File: src/rtl/despachante_ativos.sv
// despachante_ativos: round-robin dispatcher for enabled NAs.
// Picks one pending NA from habilitar_in, offers its index/address on a
// valid/ready handshake, then pulses desativar_out so the upstream
// manager retires it. A guard cycle follows before the next arbitration.
// Optional build macro DESPACHANTE_CONTADOR_EN enables a 16-bit count of
// accepted offers on contagem_out; without it the port is tied to zero.
module despachante_ativos #(
  parameter int unsigned NUM_NA    = 8,
  parameter int unsigned ADR_WIDTH = 5
) (
  input  logic                          clk,
  input  logic                          rst,
  input  logic [NUM_NA-1:0]             habilitar_in,
  input  logic [ADR_WIDTH*NUM_NA-1:0]   na_endereco_in,
  input  logic                          pronto_in,
  output logic                          valido_out,
  output logic [$clog2(NUM_NA)-1:0]     na_sel_out,
  output logic [ADR_WIDTH-1:0]          endereco_out,
  output logic                          desativar_out,
  output logic                          ocupado_out,
  output logic [15:0]                   contagem_out
);

  localparam int unsigned SEL_WIDTH = $clog2(NUM_NA);
  localparam int unsigned CNT_WIDTH = 16;

  typedef enum logic [1:0] {
    OCIOSO   = 2'd0,
    OFERTA   = 2'd1,
    DESATIVA = 2'd2,
    GUARDA   = 2'd3
  } estado_t;

  estado_t                estado_q, estado_d;
  logic [SEL_WIDTH-1:0]   ptr_q, ptr_d;
  logic                   valido_q, valido_d;
  logic [SEL_WIDTH-1:0]   sel_q, sel_d;
  logic [ADR_WIDTH-1:0]   adr_q, adr_d;
  logic                   desat_q, desat_d;
  logic                   ocup_q, ocup_d;

  logic [ADR_WIDTH-1:0]   adr_arr [NUM_NA];
  logic [SEL_WIDTH-1:0]   vencedor_c;
  logic                   tem_pedido_c;
  logic                   aceita_c;

  // Unpack the flat address bus into one entry per NA.
  always_comb begin
    for (int unsigned i = 0; i < NUM_NA; i++) begin
      adr_arr[i] = na_endereco_in[i*ADR_WIDTH +: ADR_WIDTH];
    end
  end

  // Round-robin search: first set bit at or above ptr, wrapping to 0.
  always_comb begin
    int unsigned idx;
    vencedor_c   = '0;
    tem_pedido_c = 1'b0;
    idx          = 0;
    for (int unsigned k = 0; k < NUM_NA; k++) begin
      idx = (32'(ptr_q) + k) % NUM_NA;
      if (!tem_pedido_c && habilitar_in[SEL_WIDTH'(idx)]) begin
        vencedor_c   = SEL_WIDTH'(idx);
        tem_pedido_c = 1'b1;
      end
    end
  end

  assign aceita_c = (estado_q == OFERTA) && valido_q && pronto_in;

  // Next-state and registered-output computation.
  always_comb begin
    estado_d = estado_q;
    ptr_d    = ptr_q;
    valido_d = valido_q;
    sel_d    = sel_q;
    adr_d    = adr_q;
    desat_d  = 1'b0;
    case (estado_q)
      OCIOSO: begin
        if (tem_pedido_c) begin
          estado_d = OFERTA;
          valido_d = 1'b1;
          sel_d    = vencedor_c;
          adr_d    = adr_arr[vencedor_c];
        end
      end
      OFERTA: begin
        if (aceita_c) begin
          estado_d = DESATIVA;
          valido_d = 1'b0;
          desat_d  = 1'b1;
          ptr_d    = (sel_q == SEL_WIDTH'(NUM_NA - 1)) ? '0 : sel_q + SEL_WIDTH'(1);
        end
      end
      DESATIVA: begin
        estado_d = GUARDA;
      end
      GUARDA: begin
        estado_d = OCIOSO;
      end
      default: begin
        estado_d = OCIOSO;
        valido_d = 1'b0;
      end
    endcase
    ocup_d = (estado_d != OCIOSO);
  end

  // State and output registers with synchronous reset.
  always_ff @(posedge clk) begin
    if (rst) begin
      estado_q <= OCIOSO;
      ptr_q    <= '0;
      valido_q <= 1'b0;
      sel_q    <= '0;
      adr_q    <= '0;
      desat_q  <= 1'b0;
      ocup_q   <= 1'b0;
    end else begin
      estado_q <= estado_d;
      ptr_q    <= ptr_d;
      valido_q <= valido_d;
      sel_q    <= sel_d;
      adr_q    <= adr_d;
      desat_q  <= desat_d;
      ocup_q   <= ocup_d;
    end
  end

  assign valido_out    = valido_q;
  assign na_sel_out    = sel_q;
  assign endereco_out  = adr_q;
  assign desativar_out = desat_q;
  assign ocupado_out   = ocup_q;

`ifdef DESPACHANTE_CONTADOR_EN
  logic [CNT_WIDTH-1:0] cont_q, cont_d;

  // Count accepted offers; wraps naturally at 16 bits.
  always_comb begin
    cont_d = cont_q;
    if (aceita_c) begin
      cont_d = cont_q + CNT_WIDTH'(1);
    end
  end

  // Counter register.
  always_ff @(posedge clk) begin
    if (rst) begin
      cont_q <= '0;
    end else begin
      cont_q <= cont_d;
    end
  end

  assign contagem_out = cont_q;
`else
  assign contagem_out = CNT_WIDTH'(0);
`endif

endmodule

File: config.mk
export PLATFORM = sky130hd
export DESIGN_NAME = despachante_ativos
export DESIGN_NICKNAME = d
export VERILOG_FILES = /design/src/rtl/despachante_ativos.sv
export SDC_FILE = /design/constraint.sdc
export NUM_CORES = 1
export LEC_CHECK = 0
export ABC_CLOCK_PERIOD_IN_PS = 11900
export CAP_MARGIN = 25
export CORE_ASPECT_RATIO = 0.9
export CORE_MARGIN = 3
export CORE_UTILIZATION = 43
export CTS_CLUSTER_SIZE = 24
export DETAILED_ROUTE_END_ITERATION = 10
export PLACE_DENSITY = 0.86
export SLEW_MARGIN = 15
export SYNTH_ARGS = -nofsm -noshare
export SYNTH_HDL_FRONTEND = slang
export SYNTH_SLANG_ARGS = --single-unit
File: constraint.sdc
create_clock -name clk -period 11.9 [get_ports clk]
set_clock_uncertainty 0.1 [all_clocks]
set_input_delay 1.19 -clock clk [delete_from_list [all_inputs] [get_ports clk]]
set_output_delay 1.19 -clock clk [all_outputs]
set_load 0.05 [all_outputs]
==> flow_summary.yaml <==
grt:
  grt_pass1_vias: 2285
  largest_net_degree_at_the_start_of_global_routing: 38
  aggregate_global_route_resource_usage_pct: 19.59
  grt_antenna_before_repair: 0
  grt_pass1_wl_um: 10660
  total_global_routing_overflow: 0
critical_path:
  cp_cell_sequence: "clkinv_1 > ha_1 > mux2_2 > mux2i_1 > a211oi_1 > a2111oi_0 > o21a_1 > nor2_2 > mux2i_1 > mux2_4 > a2111oi_1"
  crit_path_max_fanout: 19
  critical_path.max_stage_delay_ns: 0.80
  rr_startpoint: "ptr_q[1]"
  timing.rr.end: "endereco_out[1]"
  r2r_cells: 11
  endpoint_kind: "flip-flop"
  worstSetupPathType: "flip-flop to flip-flop"
  flop_to_flop_setup_slack_ns: 6.80
  critPathSlowestCell: "sky130_fd_sc_hd__ha_1"
  timing.critical_path.mode_cell: "sky130_fd_sc_hd__mux2i_1"
  timing.critical_path.required_ns: 11.94
  arrival_ns: 5.14
  start_kind: "flip-flop"
die:
  ios: 78
  die-area_mm2: 0.006404
  core_area_mm2: 0.005075
  num_rows: 24
  die_w_um: 84.03
  die_height_um: 76.22
  floorplan.initialDensity_pct: 46.43
logic_synthesis:
  post_synth.cell_area_avg_um2: 8.599
  post-synth-top-count-cell: "sky130_fd_sc_hd__mux2i_1"
  synth_area_in_xor_xnor_pct: 1.806
  share_of_synthesized_cell_area_in_full_adder_half_adder_and_majority_cells_pct: 2.124
  ys_dominant_reg_cell: "sky130_fd_sc_hd__dfxtp_1"
  netlist_top_cells_count: "21 x sky130_fd_sc_hd__mux2i_1, 18 x sky130_fd_sc_hd__buf_4, 17 x sky130_fd_sc_hd__nor2_1"
  number_of_library_cell_types_mapped_by_synthesis: 66
  synthDominantAreaCellType: "sky130_fd_sc_hd__dfxtp_1"
  synth_edf_count: 0
  yosys_register_bits: 16
  post_synthesis_sequential_area_ratio_pct: 13.60
  post_synth_and_or_nand_nor_area_fraction_pct: 15.51
  synth.mux.area_fraction_pct: 29.95
  synth_top_area_share_pct: 13.60
  post_synth_inst_count: 274
  post_synth_main_area_contributors: "sky130_fd_sc_hd__dfxtp_1 14%, sky130_fd_sc_hd__mux4_2 12%, sky130_fd_sc_hd__mux2i_1 8.9%"
  compound_cell_area_share_of_the_yosys_netlist_pct: 24.16
  synth_area_mm2: 0.002356
  synth_top_family_by_area: "multiplexers"
  fraction_of_synthesis_flops_using_an_asynchronous_set_or_reset_pin_pct: 0
  ys.warnings.count: 0
routing:
  detail_route.drc_violations: 0
  antenna_violating_nets_left: 0
  drt_iter0_drc: 333
  avgViaCountPerCell: 6.280
  routed_wire_length_per_instance_um: 16.52
  finalWirelength_um: 6310
  dr.pass1.iters: 5
  route.vias.total: 2399
timing:
  worstMarginPinSlew_ns: 0.8385
  post-route-min-period_ns: 5.098
  period_share_pct: 42.84
  finalHoldViolCount: 0
  setup_total_negative_slack_ns: 0
  rsz0062_at_grt: "false"
  fmaxAchievable_mhz: 196.2
  maxSlewHeadroom_pct: 44.02
  max_slew_violations: 0
  setup_viol: 0
final_layout:
  antennaDiodeCount: 0
  finish.net_count: 373
  final-instance-count-excl-fill: 382
  synthToLayoutAreaGrowth_pct: 23.79
  post-route-cell-area_mm2: 0.002917
  final_layout_size_suffix_gt1_share_pct: 14.20
  ff_latch_area_um2: 320.3
  fillerInstances: 434
  multi_input_area_mm2: 0.001793
hold_path:
  timing.hold.worst_endpoint: "endereco_out[3]"
  min_path_cells: 2
  hold_start: "endereco_out[3]"
  hp-class: "flip-flop to flip-flop"
clock_tree:
  clk_pin_slew_ns: 0.07
  post_cts.resized_instances: 0
  cts_max_path_buffers: 2
  cts_tree: "done"
  ctsHoldBuffers: 0
  clock_insertion_delay_worst_skew_ns: 0.25
  cts.repair_timing.setup_buffer_count: 0
  cts_made_buffers: 3
  clock_tree.root_cell: "sky130_fd_sc_hd__clkbuf_8"
  clock_tree.htree_level_count: 1
  clkSinkCount: 16
placement:
  gpl.final_weighted_congestion: 0.9116
  placed_area_mm2: 0.002861
  place_inst: 378
  port_buffers: 61
  post-dp-hpwl_um: 4843
pwr:
  p_leak_nw: 1.152
  cell_internal_pwr_mw: 0.1567
  peakVddDrop_v: 0.00005861
  power_switching_share_pct: 42.38
  power.switching_mw: 0.1153
  power.density_cell_area_mw_per_mm2: 93.27
  power.share.clock_pct: 17.9
  sequentialPowerShare_pct: 24.2
  comb_power_share_pct: 57.9
outcome:
  status: "completed"
flow_run:
  maxCapViolations: 0
[cell type report]
type,instances,area share (%)
multi-input combinational,222,61.48
timing repair buffer,62,21.19
sequential,16,10.98
tap,65,2.789
clock buffer,4,1.888
inverter,13,1.673
[layout by cell type (no fill, tap or decap), drive strengths merged, types with 7 or more instances in the layout]
cell	Yosys	layout
inv	12	12
a21oi	10	10
conb	1	16
mux2	17	17
nand2	15	15
a2111oi	8	8
mux2i	21	21
mux4	13	13
nor2	18	18
clkdlybuf4s50	0	61
dfxtp	16	16
o21ai	15	15
nor3	10	10
a211oi	7	7
[worst max-delay path by stage]
| stage | start | end | slack (ns) |
|---|---|---|---|
| floorplan | ptr_q[0] | endereco_out[0] | 7.62 |
| global placement | habilitar_in[5] | endereco_out[1] | 7.05 |
| detailed placement | ptr_q[1] | endereco_out[1] | 6.89 |
| CTS | ptr_q[1] | endereco_out[1] | 6.85 |
| global route | ptr_q[1] | endereco_out[1] | 6.32 |
| finish | ptr_q[1] | endereco_out[1] | 6.80 |
[worst max-delay path: cells and delay by family (launching register included)]
kind            cells  cell delay (ns)
mux                 4             0.87
fa+ha+maj           1             0.80
compound gates      4             1.51
buf+inv             1             0.37
simple gates        1             0.63
flops               1             0.68
[metal layers]
layer	track usage [%]	up-vias	share of wire, %
li1	-	1098	-
met4	6.109	0	2.3
met2	31.23	163	46
met3	5.081	22	10
met1	25.83	1116	41
met5	0	-	0
[per-stage QoR]
stage | power [mW] | worst slack, ns | utilization (%) | hold slack [ns]
finish | 0.2720 | 6.802 | 57.47 | 0.4133
CTS | 0.2703 | 6.851 | 57.47 | 0.4139
global route | 0.2882 | 6.315 | 57.47 | 0.4453
global placement | 0.2196 | 7.050 | 56.39 | 0.4018
floorplan | 0.1829 | 7.620 | - | 0.3921
detailed placement | 0.2219 | 6.886 | 56.39 | 0.4019
[power by group through the flow]
| stage | combinational (mW) | sequential [mW] | clock (mW) |
|---|---|---|---|
| 6_report | 0.158 | 0.0658 | 0.0487 |
| 5_1_grt | 0.170 | 0.0668 | 0.0516 |
| 4_1_cts | 0.156 | 0.0658 | 0.0485 |
| 3_5_place_dp | 0.155 | 0.0668 | 0 |
| 3_3_place_gp | 0.153 | 0.0667 | 0 |
| 2_1_floorplan | 0.0977 | 0.0852 | 0 |
[registers in the layout (all words and copies together), names as in the netlist]
| name | count |
|---|---|
| valido_out | 1 |
| ptr_q | 3 |
| na_sel_out | 3 |
| estado_q | 2 |
| ocupado_out | 1 |
| endereco_out | 5 |
| desativar_out | 1 |
[kinds of logic after synthesis]
group	count (synthesis)
buffers and inverters	51
and+or+nand+nor	70
adders and majority gates	4
other	1
muxes	51
AOI/OAI and AO/OA	77
DFF	16
xor gates and xnor gates	4
Power figures use the tool's default switching activity.
